$ cat config.mk
export PLATFORM = sky130hd
export DESIGN_NAME = detect_window_monitor
export DESIGN_NICKNAME = d
export VERILOG_FILES = /design/src/rtl/detect_window_monitor.sv
export SDC_FILE = /design/constraint.sdc
export NUM_CORES = 1
export LEC_CHECK = 0
export BUFFER_PORTS_ARGS = -buffer_cell sky130_fd_sc_hd__buf_4
export CAP_MARGIN = 5
export CORE_MARGIN = 2
export CORE_UTILIZATION = 47
export DETAILED_ROUTE_END_ITERATION = 12
export PLACE_DENSITY = 0.72
export SLEW_MARGIN = 5
export SYNTH_ARGS = -nofsm -noshare
export SYNTH_HDL_FRONTEND = slang
export SYNTH_SLANG_ARGS = --single-unit
$ cat constraint.sdc
create_clock -name clk -period 2.35 [get_ports clk]
set_clock_uncertainty 0.05 [all_clocks]
set_input_delay 0.235 -clock clk [delete_from_list [all_inputs] [get_ports clk]]
set_output_delay 0.235 -clock clk [all_outputs]
set_load 0.005 [all_outputs]
$ cat src/rtl/detect_window_monitor.sv
// detect_window_monitor: hit-density monitor for the serial cycle detector.
// Counts hits, opens a WINDOW-clock window on the first hit, raises a held
// alarm once THRESH hits land in one window and drops it after QUIET
// hit-free clocks. Optional hit-spacing measurement is built only when
// DETWIN_GAP_EN is defined; otherwise gap/gap_valid are tied to 0.
module detect_window_monitor #(
    parameter int WINDOW = 16,
    parameter int THRESH = 3,
    parameter int QUIET  = 8,
    parameter int CNT_W  = 8
) (
    input  logic             clk,
    input  logic             r,
    input  logic             hit,
    input  logic             clr,
    output logic             alarm,
    output logic [7:0]       win_cnt,
    output logic [CNT_W-1:0] total_cnt,
    output logic [CNT_W-1:0] gap,
    output logic             gap_valid
);

    typedef enum logic [1:0] {
        IDLE  = 2'd0,
        ARMED = 2'd1,
        ALARM = 2'd2
    } state_t;

    localparam logic [7:0]       WIN_LOAD   = 8'(WINDOW - 1);
    localparam logic [7:0]       QUIET_LOAD = 8'(QUIET);
    localparam logic [7:0]       THRESH_V   = 8'(THRESH);
    localparam logic [CNT_W-1:0] CNT_MAX    = '1;

    state_t           state_q;
    logic             alarm_q;
    logic [7:0]       win_cnt_q;
    logic [7:0]       timer_q;
    logic [CNT_W-1:0] total_cnt_q;

    // Window/alarm FSM plus hit counters; r beats clr beats normal operation.
    // NOTE: all state here uses non-blocking assignments so every branch reads
    // the pre-edge values, matching the one-clock latency of the outputs.
    always_ff @(posedge clk) begin
        if (!r) begin
            state_q     <= IDLE;
            alarm_q     <= 1'b0;
            win_cnt_q   <= 8'd0;
            timer_q     <= 8'd0;
            total_cnt_q <= '0;
        end else if (clr) begin
            state_q     <= IDLE;
            alarm_q     <= 1'b0;
            win_cnt_q   <= 8'd0;
            timer_q     <= 8'd0;
            total_cnt_q <= '0;
        end else begin
            if (hit && total_cnt_q != CNT_MAX) begin
                total_cnt_q <= total_cnt_q + 1'b1;
            end
            case (state_q)
                IDLE: begin
                    if (hit) begin
                        win_cnt_q <= 8'd1;
                        if (THRESH == 1) begin
                            state_q <= ALARM;
                            alarm_q <= 1'b1;
                            timer_q <= QUIET_LOAD;
                        end else begin
                            state_q <= ARMED;
                            timer_q <= WIN_LOAD;
                        end
                    end
                end
                ARMED: begin
                    if (hit && (win_cnt_q + 8'd1) == THRESH_V) begin
                        // Threshold reached: takes priority over window expiry.
                        state_q   <= ALARM;
                        alarm_q   <= 1'b1;
                        win_cnt_q <= win_cnt_q + 8'd1;
                        timer_q   <= QUIET_LOAD;
                    end else if (timer_q == 8'd1) begin
                        if (hit) begin
                            // The hit on the closing edge opens a fresh window.
                            win_cnt_q <= 8'd1;
                            timer_q   <= WIN_LOAD;
                        end else begin
                            state_q   <= IDLE;
                            win_cnt_q <= 8'd0;
                            timer_q   <= 8'd0;
                        end
                    end else begin
                        timer_q <= timer_q - 8'd1;
                        if (hit) begin
                            win_cnt_q <= win_cnt_q + 8'd1;
                        end
                    end
                end
                ALARM: begin
                    if (hit) begin
                        timer_q <= QUIET_LOAD;
                    end else if (timer_q == 8'd1) begin
                        state_q   <= IDLE;
                        alarm_q   <= 1'b0;
                        win_cnt_q <= 8'd0;
                        timer_q   <= 8'd0;
                    end else begin
                        timer_q <= timer_q - 8'd1;
                    end
                end
                default: begin
                    state_q   <= IDLE;
                    alarm_q   <= 1'b0;
                    win_cnt_q <= 8'd0;
                    timer_q   <= 8'd0;
                end
            endcase
        end
    end

    assign alarm     = alarm_q;
    assign win_cnt   = win_cnt_q;
    assign total_cnt = total_cnt_q;

`ifdef DETWIN_GAP_EN
    logic             hit_ok;
    logic [CNT_W-1:0] gap_cnt_d,   gap_cnt_q;
    logic             first_d,     first_q;
    logic [CNT_W-1:0] gap_d,       gap_q;
    logic             gap_valid_d, gap_valid_q;

    // A hit in a clr cycle is dropped; clr itself never resets the gap logic.
    assign hit_ok = hit & ~clr;

    // Next-state of the hit-spacing counter and its saturating gap capture.
    // NOTE: every _d gets a default first so no latch is inferred.
    always_comb begin
        gap_cnt_d   = (gap_cnt_q == CNT_MAX) ? gap_cnt_q : gap_cnt_q + 1'b1;
        first_d     = first_q;
        gap_d       = gap_q;
        gap_valid_d = 1'b0;
        if (hit_ok) begin
            if (first_q) begin
                gap_d       = (gap_cnt_q == CNT_MAX) ? CNT_MAX : gap_cnt_q + 1'b1;
                gap_valid_d = 1'b1;
            end
            gap_cnt_d = '0;
            first_d   = 1'b1;
        end
    end

    // Gap registers; only reset clears them.
    always_ff @(posedge clk) begin
        if (!r) begin
            gap_cnt_q   <= '0;
            first_q     <= 1'b0;
            gap_q       <= '0;
            gap_valid_q <= 1'b0;
        end else begin
            gap_cnt_q   <= gap_cnt_d;
            first_q     <= first_d;
            gap_q       <= gap_d;
            gap_valid_q <= gap_valid_d;
        end
    end

    assign gap       = gap_q;
    assign gap_valid = gap_valid_q;
`else
    assign gap       = '0;
    assign gap_valid = 1'b0;
`endif

endmodule

# Word-level counts from Yosys, hierarchy flattened
# Cells that the tools add are included.
# word_totals
output_inout_bits,26
ram_bits,0
ff_bits,27
n_memories,0
latchBits,0
elab_cells,55
input_bits,4
mem_bits_ro,0
# op_classes
n_reduce_logical,7
order_cmp,0
addsub,3
multipliers,0
shifts,0
n_div,0
muxes,26
eq_ne,12
bitwise,2
# ops
op,count
$mux W8,11
$pmux W8 S3,2
$add A8 B1 Y8 const B,2
$mux W2,6
$eq A8 B1 Y1 const B,1
$eq A8 B2 Y1 const B,1
$ne A2 B2 Y1 const B,4
$ne A8 B8 Y1 const B,1
$reduce_and A4 Y1,2
$sub A8 B1 Y8 const B,1
$ne A3 B3 Y1 const B,2
$pmux W2 S3,1
$reduce_and A5 Y1,1
$mux W1,4
$mux W4,1
$ne A4 B4 Y1 const B,1
$pmux W1 S3,1
$eq A2 B1 Y1 const B,1
$eq A2 B2 Y1 const B,1
$logic_and A1 B1 Y1,2
$logic_not A2 Y1,1
$not A1 Y1,2
$reduce_or A2 Y1,1

# Longest topological paths before layout
# logic_depth
word_depth,5
ltp_mapped,9
depth_no_buf,8

# Worst setup path after synthesis
# No wires, ideal clock.
# synth_path
path_type,register to register
startpoint,"register win_cnt_q[0], in the netlist win_cnt[0]"
endpoint,register timer_q[0]
path_slack_ns,0.304
stages_incl_launch_ff,8
arrival_ns,1.869
n_path_buf,0
cell_sequence,dfxtp_1 -> ha_1 -> nand3_1 -> o21ai_0 -> nand4bb_1 -> o21ai_0 -> nor4_1 -> or3_1
# synth_via
elab_chain_len,5
# synth_lines
element,line,source
from (decl),36,logic [7:0] win_cnt_q;
from (signal assigned),79,win_cnt_q <= win_cnt_q + 8'd1;
from (signal assigned),94,win_cnt_q <= win_cnt_q + 8'd1;
$add A8 B1 Y8,75,if (hit && (win_cnt_q + 8'd1) == THRESH_V) begin
$eq A8 B2 Y1,75,
$logic_and A1 B1 Y1,75,
$mux W8,75,
$pmux W8 S3,60,case (state_q)
to (signal assigned),92,timer_q <= timer_q - 8'd1;
to (signal assigned),107,timer_q <= timer_q - 8'd1;
to (decl),37,logic [7:0] timer_q;
# Every way passes these cells.
# A chain may end at the register's enable or synchronous reset.

# Final worst setup path
# layout_path
startpoint,"register win_cnt_q[0], in the netlist win_cnt[0]"
endpoint,register timer_q[2]
# The elaborated chain is that of the path after synthesis.

==> metrics.md <==
| Metric | Value |
|---|---|
| Status | completed |
| Clock sink count | 27 |
| Total congestion overflow | 0 |
| Syn avg cell area | 7.844 sq um |
| Post-Layout Cell Count | 284 |
| Final cycle utilization of the critical path | 0.9407 |
| Top cell family by delay on the critical path | simple AND/OR/NAND/NOR gates |
| Vias per inst | 5.560 |
| Worst path cell trace | ha_1 > nand3_1 > or3_1 > nand4bb_1 > nor2_2 > a221o_1 > a221oi_2 |
| All-layer global routing usage | 0.1967 |
| Synth Cell Area | 1718 sq um |
| Yosys warns | 0 |
| Final core utilization | 0.5645 |
| Min-Delay Path Class | in -> reg |
| Via Count | 1579 |
| Flops & latches, synth | 27 |
| Later-pin clock latency in the skew report | 0.34 ns |
| CP max-delay cell | dfxtp_2 |
| Area Growth Syn to Fin | 12.24% |
| Clock transition at path regs | 0.15 ns |
| Largest net degree at the start of global routing | 17 |
| Slew HR | 0.6315 |
| DRC Markers | 0 |
| Vias in the first global route | 1426 |
| Unique masters post-synth | 52 |
| Worst-path fanout max | 7 |
| Sequential fraction of the synthesis area | 0.3146 |
| Leakage | 0.7941 nW |
| Core area | 3416 sq um |
| Post-DR wirelength/cell | 13.05 um |
| Worst setup margin | 0.1395 ns |
| TritonCTS Buffers | 3 |
| DIE WIDTH | 64.46 um |
| Arr. time, crit path | 2.42 ns |
| Syn Inst Count | 219 |
| Met2 Usage GRT | 0.3138 |
| RSZ-0062 raised after global routing | false |
| CP Data Required Time | 2.56 ns |
| Antenna-violating nets left | 0 |
| RePlAce Congestion | 0.8576 |
| Detail Placement HPWL | 2697 um |
| I/O Buffers | 20 |
| Top Usage Layer GRT | met2 |
| Slew @ Worst Pin | 0.5486 ns |
| Std cell rows | 21 |
| H-tree depth | 1 |
| Fin. Hold Viols | 0 |
| CP peak stage delay | 0.42 ns |
| R2r setup slk | 0.14 ns |
| Pre-CTS WS | 0.1378 ns |
| Grt met3 use | 0.02778 |
| Initial antenna violation count | 0 |
| Max Slew Vio Count | 0 |
| Cell area after placement | 1893 sq um |
| DRT iter0 DRCs | 81 |
| Pwr dens | 429.9 nW/um^2 |
| WHS | 0.1833 ns |
| Initial Utilization | 0.5029 |
| Net count, final | 248 |
| Placed cell count | 280 |
| Clock Path Buffers | 2 |
| Worst setup EP type | register |
| Pre-Repair DR Iteration Count | 4 |
| Die H | 64.46 um |
| Setup violators final | 0 |
| Global-route wire length before repair | 6541 um |
| Top-Level Pins | 30 |
| Antenna diodes | 0 |
| Max Clk Rate | 452.4 MHz |
| Worst setup path category | reg -> reg |
| Overall Power | 0.8289 mW |
| Share of cells above drive strength 1 | 0.1765 |
| FILL cells | 334 |
| Worst Path Buf+Inv | 0 |
| Met1 usage | 0.2687 |
| WL final | 3706 um |
| TritonCTS clock tree | built |
| Die area | 4154 sq um |
| Final setup TNS | 0 ns |
| Final instance area | 1928 sq um |
| Crit path time final | 2.211 ns |
| VDD IR max | 0.0002179 V |
| Critical Path Start Type | register |
| CTS root buffer | clkbuf_4 |
| Number of max-cap violations | 0 |
cells by family (layout without fill, tap and decap cells):
family          count (synthesis)  after routing  share of synthesized area
xor+xnor                       15             15                    0.08085
fa+ha+maj                       5              5                    0.03642
other cells                     1              9                   0.002183
compound gates                 51             51                     0.2141
buf+inv                        24             35                    0.07574
flops                          27             27                     0.3146
simple gates                   96             96                     0.2760
report_power, final:
group | switching, mW | total [mW] | internal (mW) | leakage (nW)
clock | 0.143 | 0.210 | 0.0668 | 0.0150
sequential | 0.0115 | 0.479 | 0.468 | 0.220
combinational | 0.0819 | 0.140 | 0.0578 | 0.559
total | 0.237 | 0.829 | 0.592 | 0.794
sequential cells by signal (all words and copies together), names as in the netlist:
name,flops
timer_q,8
total_cnt,8
win_cnt,8
state_q,2
alarm,1
synth_stat cells (all sizes together):
library cell | count | area share
nand2 | 28 | 0.063
dfxtp | 27 | 0.31
nor2 | 24 | 0.054
buf | 15 | 0.056
o21ai | 15 | 0.044
nand3 | 11 | 0.032
a21oi | 9 | 0.026
xor2 | 8 | 0.045
xnor2 | 7 | 0.036
nor3 | 6 | 0.017
clkbuf | 5 | 0.011
ha | 5 | 0.036
and2 | 4 | 0.015
inv | 4 | 0.0087
nor4 | 4 | 0.015
o211ai | 4 | 0.017
a21o | 3 | 0.014
nor2b | 3 | 0.011
o22ai | 3 | 0.011
or3 | 3 | 0.011
a2111oi | 2 | 0.021
a221o | 2 | 0.012
a22o | 2 | 0.011
and3 | 2 | 0.0073
and4 | 2 | 0.012
nand2b | 2 | 0.0073
nand4 | 2 | 0.0073
nor4b | 2 | 0.010
o31a | 2 | 0.010
a211o | 1 | 0.0051
a21boi | 1 | 0.0044
a221oi | 1 | 0.0087
a22oi | 1 | 0.0044
a31oi | 1 | 0.0036
a32oi | 1 | 0.0051
a41oi | 1 | 0.0051
and2b | 1 | 0.0044
conb | 1 | 0.0022
nand3b | 1 | 0.0044
nand4bb | 1 | 0.0066
o2111a | 1 | 0.0066
o21a | 1 | 0.0044
final timing paths:
check	startpoint	to	depth (start not counted)
max	win_cnt[0]	timer_q[2]	7
min	hit	timer_q[3]	3
max reg2reg	win_cnt[0]	timer_q[2]	7
min reg2reg	timer_q[4]	timer_q[4]	2
worst min-delay path, cell delays in order:
cell     delay [ns]
buf_4          0.15
o21ai_0        0.09
a21oi_1        0.06
cell usage in the layout, fill, tap and decap left out, drive strengths merged, types with 2 or more instances in the layout:
| master | Yosys | final |
|---|---|---|
| clkbuf | 5 | 4 |
| and2 | 4 | 4 |
| nand2 | 28 | 28 |
| nor2 | 24 | 24 |
| inv | 4 | 4 |
| a2111oi | 2 | 2 |
| nand4 | 2 | 2 |
| buf | 15 | 27 |
| dfxtp | 27 | 27 |
| o31a | 2 | 2 |
| a21oi | 9 | 9 |
| nand3 | 11 | 11 |
| xnor2 | 7 | 7 |
| and4 | 2 | 2 |
| o21ai | 15 | 15 |
| xor2 | 8 | 8 |
| ha | 5 | 5 |
| nor4 | 4 | 4 |
| a21o | 3 | 3 |
| conb | 1 | 9 |
| nand2b | 2 | 2 |
| o22ai | 3 | 3 |
| nor3 | 6 | 6 |
| a22o | 2 | 2 |
| o211ai | 4 | 4 |
| nor2b | 3 | 3 |
| a221o | 2 | 2 |
| nor4b | 2 | 2 |
| and3 | 2 | 2 |
| or3 | 3 | 3 |
layer usage:
layer  vias to the layer above  wire (um)
met5                         -          0
met4                         0         57
met3                         5        162
met2                        41       1627
met1                       732       1858
li1                        801          -
final cells by class:
type / instances / area [sq um] / share of cell area
Clock buffer: 4 / 26.28 / 0.01363
Inverter: 4 / 15.01 / 0.007787
Multi-Input combinational cell: 176 / 1084 / 0.5620
Sequential cell: 27 / 543.0 / 0.2816
Tap cell: 46 / 57.56 / 0.02985
Timing Repair Buffer: 27 / 202.7 / 0.1051
timing repair:
action | in CTS | in global routing
setup buffers | 0 | 0
hold buffers | 0 | 0
endpoints found under the setup margin | 0 | 9
resized for setup | 0 | 4
No activity file was read; power rests on OpenSTA's default activity.
